File: src/rtl/image_framer.sv
// Thresholds a raster-order grayscale pixel stream into a LENGTH x WIDTH binary frame.
// When the frame is complete, it pulses init_out and holds the image stable for the classifier.
module image_framer #(
    parameter int LENGTH      = 24,
    parameter int WIDTH       = 24,
    parameter int THRESHOLD   = 128,
    parameter int HOLD_CYCLES = 4
) (
    input  logic                      clk,
    input  logic                      rst,
    input  logic                      pix_valid,
    output logic                      pix_ready,
    input  logic                      pix_sof,
    input  logic [7:0]                pix_data,
    output logic                      init_out,
    output logic [LENGTH*WIDTH-1:0]   image,
    output logic                      busy,
    output logic                      frame_err,
    output logic [7:0]                frame_count
);

    localparam int RW = (LENGTH > 1) ? $clog2(LENGTH) : 1;
    localparam int CW = (WIDTH > 1) ? $clog2(WIDTH) : 1;
    localparam int HW = $clog2(HOLD_CYCLES + 1);
    localparam logic [8:0] THR = 9'(THRESHOLD);

    typedef enum logic [1:0] {IDLE, LOAD, FIRE, HOLD} state_t;

    state_t state, state_d;

    logic [RW-1:0] row, row_d, wr_row;
    logic [CW-1:0] col, col_d, wr_col;
    logic [HW-1:0] hold_cnt;
    logic [LENGTH-1:0][WIDTH-1:0] img_q;
    logic accept;
    logic wr_en;
    logic pix_bit;
    logic last_px;

    assign pix_ready = (state == IDLE || state == LOAD) && !rst;
    assign accept    = pix_valid && pix_ready;
    assign pix_bit   = {1'b0, pix_data} >= THR;
    assign init_out  = (state == FIRE);
    assign busy      = (state != IDLE);
    assign image     = img_q;

    always_ff @(posedge clk) begin
        if (rst) state <= IDLE;
        else     state <= state_d;
    end

    always_comb begin
        state_d = state;
        wr_en   = 1'b0;
        wr_row  = row;
        wr_col  = col;
        row_d   = row;
        col_d   = col;
        last_px = 1'b0;
        unique case (state)
            IDLE: begin
                if (accept && pix_sof) begin
                    wr_en  = 1'b1;
                    wr_row = '0;
                    wr_col = '0;
                end
            end
            LOAD: begin
                if (accept) begin
                    wr_en = 1'b1;
                    if (pix_sof) begin
                        wr_row = '0;
                        wr_col = '0;
                    end
                end
            end
            FIRE: state_d = HOLD;
            HOLD: begin
                if (hold_cnt == HW'(HOLD_CYCLES - 1)) state_d = IDLE;
            end
        endcase
        // A sof beat always lands at (0,0); the cursor then advances from there.
        if (wr_en) begin
            last_px = (wr_row == RW'(LENGTH - 1)) && (wr_col == CW'(WIDTH - 1));
            if (last_px) begin
                row_d   = '0;
                col_d   = '0;
                state_d = FIRE;
            end else if (wr_col == CW'(WIDTH - 1)) begin
                row_d   = wr_row + 1'b1;
                col_d   = '0;
                state_d = LOAD;
            end else begin
                row_d   = wr_row;
                col_d   = wr_col + 1'b1;
                state_d = LOAD;
            end
        end
    end

    always_ff @(posedge clk) begin
        if (rst) begin
            row         <= '0;
            col         <= '0;
            img_q       <= '0;
            frame_err   <= 1'b0;
            frame_count <= '0;
            hold_cnt    <= '0;
        end else begin
            row       <= row_d;
            col       <= col_d;
            frame_err <= accept && pix_sof && (state == LOAD);
            if (wr_en) img_q[wr_row][wr_col] <= pix_bit;
            if (state == FIRE) frame_count <= frame_count + 8'd1;
            hold_cnt <= (state == HOLD) ? hold_cnt + 1'b1 : '0;
        end
    end

endmodule
File: config.mk
export PLATFORM = sky130hd
export DESIGN_NAME = image_framer
export DESIGN_NICKNAME = d
export VERILOG_FILES = /design/src/rtl/image_framer.sv
export SDC_FILE = /design/constraint.sdc
export NUM_CORES = 1
export LEC_CHECK = 0
export CORE_ASPECT_RATIO = 2
export CORE_UTILIZATION = 45
export CTS_CLUSTER_SIZE = 10
export DETAILED_ROUTE_END_ITERATION = 8
export PLACE_DENSITY = 0.73
export SLEW_MARGIN = 15
export SYNTH_ARGS = -nofsm -noshare
export SYNTH_HDL_FRONTEND = slang
export SYNTH_SLANG_ARGS = --single-unit
File: constraint.sdc
create_clock -name clk -period 6.5 [get_ports clk]
set_input_delay 1.95 -clock clk [delete_from_list [all_inputs] [get_ports clk]]
set_output_delay 1.95 -clock clk [all_outputs]
set_load 0.01 [all_outputs]
* Word-level counts from Yosys, hierarchy flattened
Index checks and enable logic that the tools add are counted.
** Word-level totals
- Register bits after elaboration :: 600
- Bits in latches :: 0
- Memory bits (writable) :: 0
- Memory bits (read-only) :: 0
- Bits of input ports :: 12
- Output and inout bits :: 588
- Memories :: 0
** Operators by class
- Add/subtract/negate cells :: 4
- Multiply operators :: 0
- Div/mod/pow operators :: 0
- Order comparisons :: 5
- Eq/ne operators :: 7
- Shift operators :: 0
- Muxes and demuxes :: 24
- Bitwise logic cells :: 1
- Reductions and logical operators :: 14
** Operators by type and width (number)
- $bwmux W576 :: 1
- $demux W24 S5 :: 1
- $mux W5 :: 10
- $mux W24 :: 1
- $pmux W5 S2 :: 2
- $lt A5 B6 Y1 const B :: 2
- $add A5 B1 Y5 const B :: 2
- $eq A5 B5 Y1 const B :: 2
- $ge A5 B1 Y1 const B :: 2
- $add A8 B1 Y8 const B :: 1
- $ge A8 B8 Y1 const B :: 1
- $logic_and A1 B1 Y1 :: 7
- $mux W2 :: 3
- $demux W1 S5 :: 1
- $eq A2 B2 Y1 const B :: 2
- $pmux W2 S2 :: 1
- $add A3 B1 Y3 const B :: 1
- $eq A3 B2 Y1 const B :: 1
- $mux W1 :: 3
- $ne A3 B3 Y1 const B :: 1
- $reduce_bool A3 Y1 :: 1
- $eq A2 B1 Y1 const B :: 1
- $logic_not A2 Y1 :: 1
- $pmux W1 S2 :: 1
- 6 further kinds :: 6

* Logic depth before layout (Yosys ltp)
- Word-level depth :: 14
- Gate-level depth with buffers :: 13
- Gate-level depth less buffers :: 8

* Worst setup path after synthesis
Ideal clock, no wire load.
- Path kind :: input -> output
- From :: input port rst
- To :: output port pix_ready
- Arrival time :: 2.605 ns
- Required time :: 4.550 ns
- Slack :: 1.945 ns
- Stages :: 4
- Cell sequence :: or2_1 buf_2 inv_2 buf_4
** Between the ends
- Word-level cells in the longest chain between the ends :: 2
** Ends and longest elaborated chain
- start: declaration :: line 10 : input logic rst,
- $logic_not A1 Y1 :: line 40 : assign pix_ready = (state == IDLE || state == LOAD) && !rst;
- $logic_and A1 B1 Y1 :: line 40
- end: declaration :: line 12 : output logic pix_ready,
Every way passes these cells.

* Worst setup path in the final report
Same ends and word-level chain as after synthesis.

==> metrics.txt <==
status=complete, but fails checks; failing checks=DRC; DRC Markers=64; WL final=104,000 um; maximum clock rate=179 MHz; Via density=6.15; hold-fix buffer count after cts=0; Tcrit/Tclk final=85.8%; Syn. warnings=0; worst skew pair latency=0.60 ns; Area contributors post-synth=dfxtp_1, nand3_1, a21oi_1; final hold vios=0; pwr dens=230 nW/um^2; share of the synthesized area in the top cell type=49.4%; router iterations before antenna repair=9; root buffer cell=clkbuf_16; largest net degree at the start of global routing=213; TritonCTS Buffers=70; Reg area=12,000 sq um; area of the mapped netlist=24,300 sq um; CTS Sinks=600; Synth Area in Simple Gates=17.9%; wire per inst=26.4 um; Least-Margin Pin Slew=1.28 ns; Min-Delay Path Class=reg2reg; Mapped Cells=2,908; Avg Synthesized Cell Area=8.36 sq um; Adder-Cell Fraction of Synth Area=0.566%; Fillers=4,585; Yosys top cell by area=dfxtp_1; asr flop ratio synth=0%; Synth Area in XOR/XNOR=0.288%; Fin Setup TNS=0 ns; via count=24,400; Placement Cell Area=30,200 sq um; Die ar.=55,000 sq um; starting density of the core=45.5%; CP max FO=48; fin nets=3,302; Core ar.=53,500 sq um; startpoint types=input port; Max transition margin=14.7%; critical path arrival=3.62 ns; Final Skew=0.0182 ns; Port-buffer cells=592; die height=331 um; Synth Area in Compound Gates=17.8%; CTS tree=yes; Leak Pwr=0.0114 uW; final core utilization=60.1%; Chip Width=166 um; Period minus WS final=5.57 ns; first-pass GRT wire length=150,000 um; max-slew violations=0; vias in the first global route=23,600; clk slew on worst S/H paths=0.06 ns; CP Class=in2out; area used by multi-input combinational logic=10,800 sq um; layout cells sized above 1=6.14%; EDFF count, synth=0; number of max-cap violations=0; largest family of logic cells by synthesized area=simple AND/OR/NAND/NOR gates; leading cell types by count after synthesis=dfxtp_1, nand3_1, a21oi_1, nand2_1, o21ai_0; post-CTS sizing=0; Peak VDD IR=0.234 mV; mux contribution to synthesized area=7.33%; 1st-iter DRT viols=3,138; final setup vio count=0; syn_nets=2,931; number of setup buffers added after CTS=0; final antenna-violating net count=0; Max clock buf depth=3; antenna violations before repair=3; Top FF cell, synth=dfxtp_1; sequential share of the synthesized area=49.4%; io pins=600; Netlist cell types=52; Critical Path RT=4.55 ns; Finished Cell Area=32,100 sq um; Remaining Overflow, GRT=0; GR Util All Layers=36.5%; Final HPWL DP=66,200 um; unrepaired setup endpoints after global routing=false; H-tree Lvls=3; most frequent cell after synthesis=dfxtp_1; num rows=120; Crit. End Element=primary output; routability cong.=0.871; register bit total from synthesis=600; synth-to-layout area growth=32.2%
[layout by cell type (no fill, tap or decap), types with 3 or more instances in the layout]
| master | count |
|---|---|
| a211oi_1 | 3 |
| a21oi_1 | 408 |
| and2_1 | 3 |
| and3_1 | 13 |
| and3_2 | 10 |
| and4_1 | 6 |
| and4b_1 | 3 |
| buf_4 | 63 |
| clkbuf_16 | 72 |
| clkdlybuf4s50_1 | 590 |
| dfxtp_1 | 600 |
| ha_1 | 11 |
| inv_1 | 12 |
| mux2i_1 | 178 |
| nand2_1 | 367 |
| nand2b_1 | 3 |
| nand3_1 | 419 |
| nand4_1 | 11 |
| nor2_1 | 20 |
| nor2b_1 | 4 |
| nor3_1 | 3 |
| nor3_4 | 8 |
| nor4_4 | 4 |
| nor4b_4 | 3 |
| o2111a_4 | 4 |
| o21a_2 | 4 |
| o21ai_0 | 346 |
| o21ai_1 | 56 |
| o21ai_2 | 4 |
| or3_1 | 8 |
| xor2_1 | 7 |
[cell type report]
cell class | instances | share of cell area (%)
tap | 671 | 2.61
clock buffer | 76 | 5.71
sequential | 600 | 37.4
antenna | 1 | 0.00778
timing repair buffer | 657 | 20.1
clock inverter | 6 | 0.378
inverter | 14 | 0.171
multi-input combinational | 1936 | 33.7
[per-layer routing]
| layer | share of wire [%] | track usage, % | wire length [um] |
|---|---|---|---|
| met3 | 10 | 9.22 | 10600 |
| met1 | 33 | 38.7 | 34800 |
| met4 | 8.9 | 31.6 | 9280 |
| met5 | 0 | 0 | 0 |
| met2 | 48 | 60.8 | 49800 |
[worst paths after layout]
check	startpoint	endpoint	slack, ns	depth (start not counted)
min	hold_cnt[0]	hold_cnt[0]	0.43	1
max reg2reg	state[1]	image[575]	2.55	7
min reg2reg	hold_cnt[0]	hold_cnt[0]	0.43	1
max	rst	pix_ready	0.93	4
[power by group]
group	leakage (uW)	switching (uW)	total, uW	internal (uW)
Clock	0.000958	1510	3550	2040
Combinational	0.00557	152	177	24.7
Sequential	0.00483	1.49	3680	3680
Total	0.0114	1660	7410	5740
[state kept, by name (all words and copies together) (netlist names)]
name / cells
col: 5
frame_count: 8
frame_err: 1
hold_cnt: 3
image: 576
row: 5
state: 2
[cells by family (layout without fill, tap and decap cells)]
kind of cell,count (synthesis),count (layout)
simple gates,901,901
compound gates,838,838
flops,600,600
buf+inv,372,753
mux,178,178
fa+ha+maj,11,11
xor+xnor,8,8
other cells,0,1
[critical path, cell delays in order]
cell and delay (ns):
buf_8 0.16, or2_1 0.43, inv_2 0.35, clkdlybuf4s50_1 0.70
[stage by stage]
step | hold slack, ns | instances | setup WS (ns) | power (uW)
6_report | 0.429 | 3961 | 0.926 | 7410
3_5_place_dp | 0.422 | 3878 | 0.737 | 3930
3_3_place_gp | 0.420 | 3878 | 0.913 | 3930
2_1_floorplan | 0.399 | 2908 | 1.94 | 3890
4_1_cts | 0.432 | 3960 | 0.917 | 7430
5_1_grt | 0.446 | 3961 | 0.850 | 7580
No activity file was read; power rests on OpenSTA's default activity.
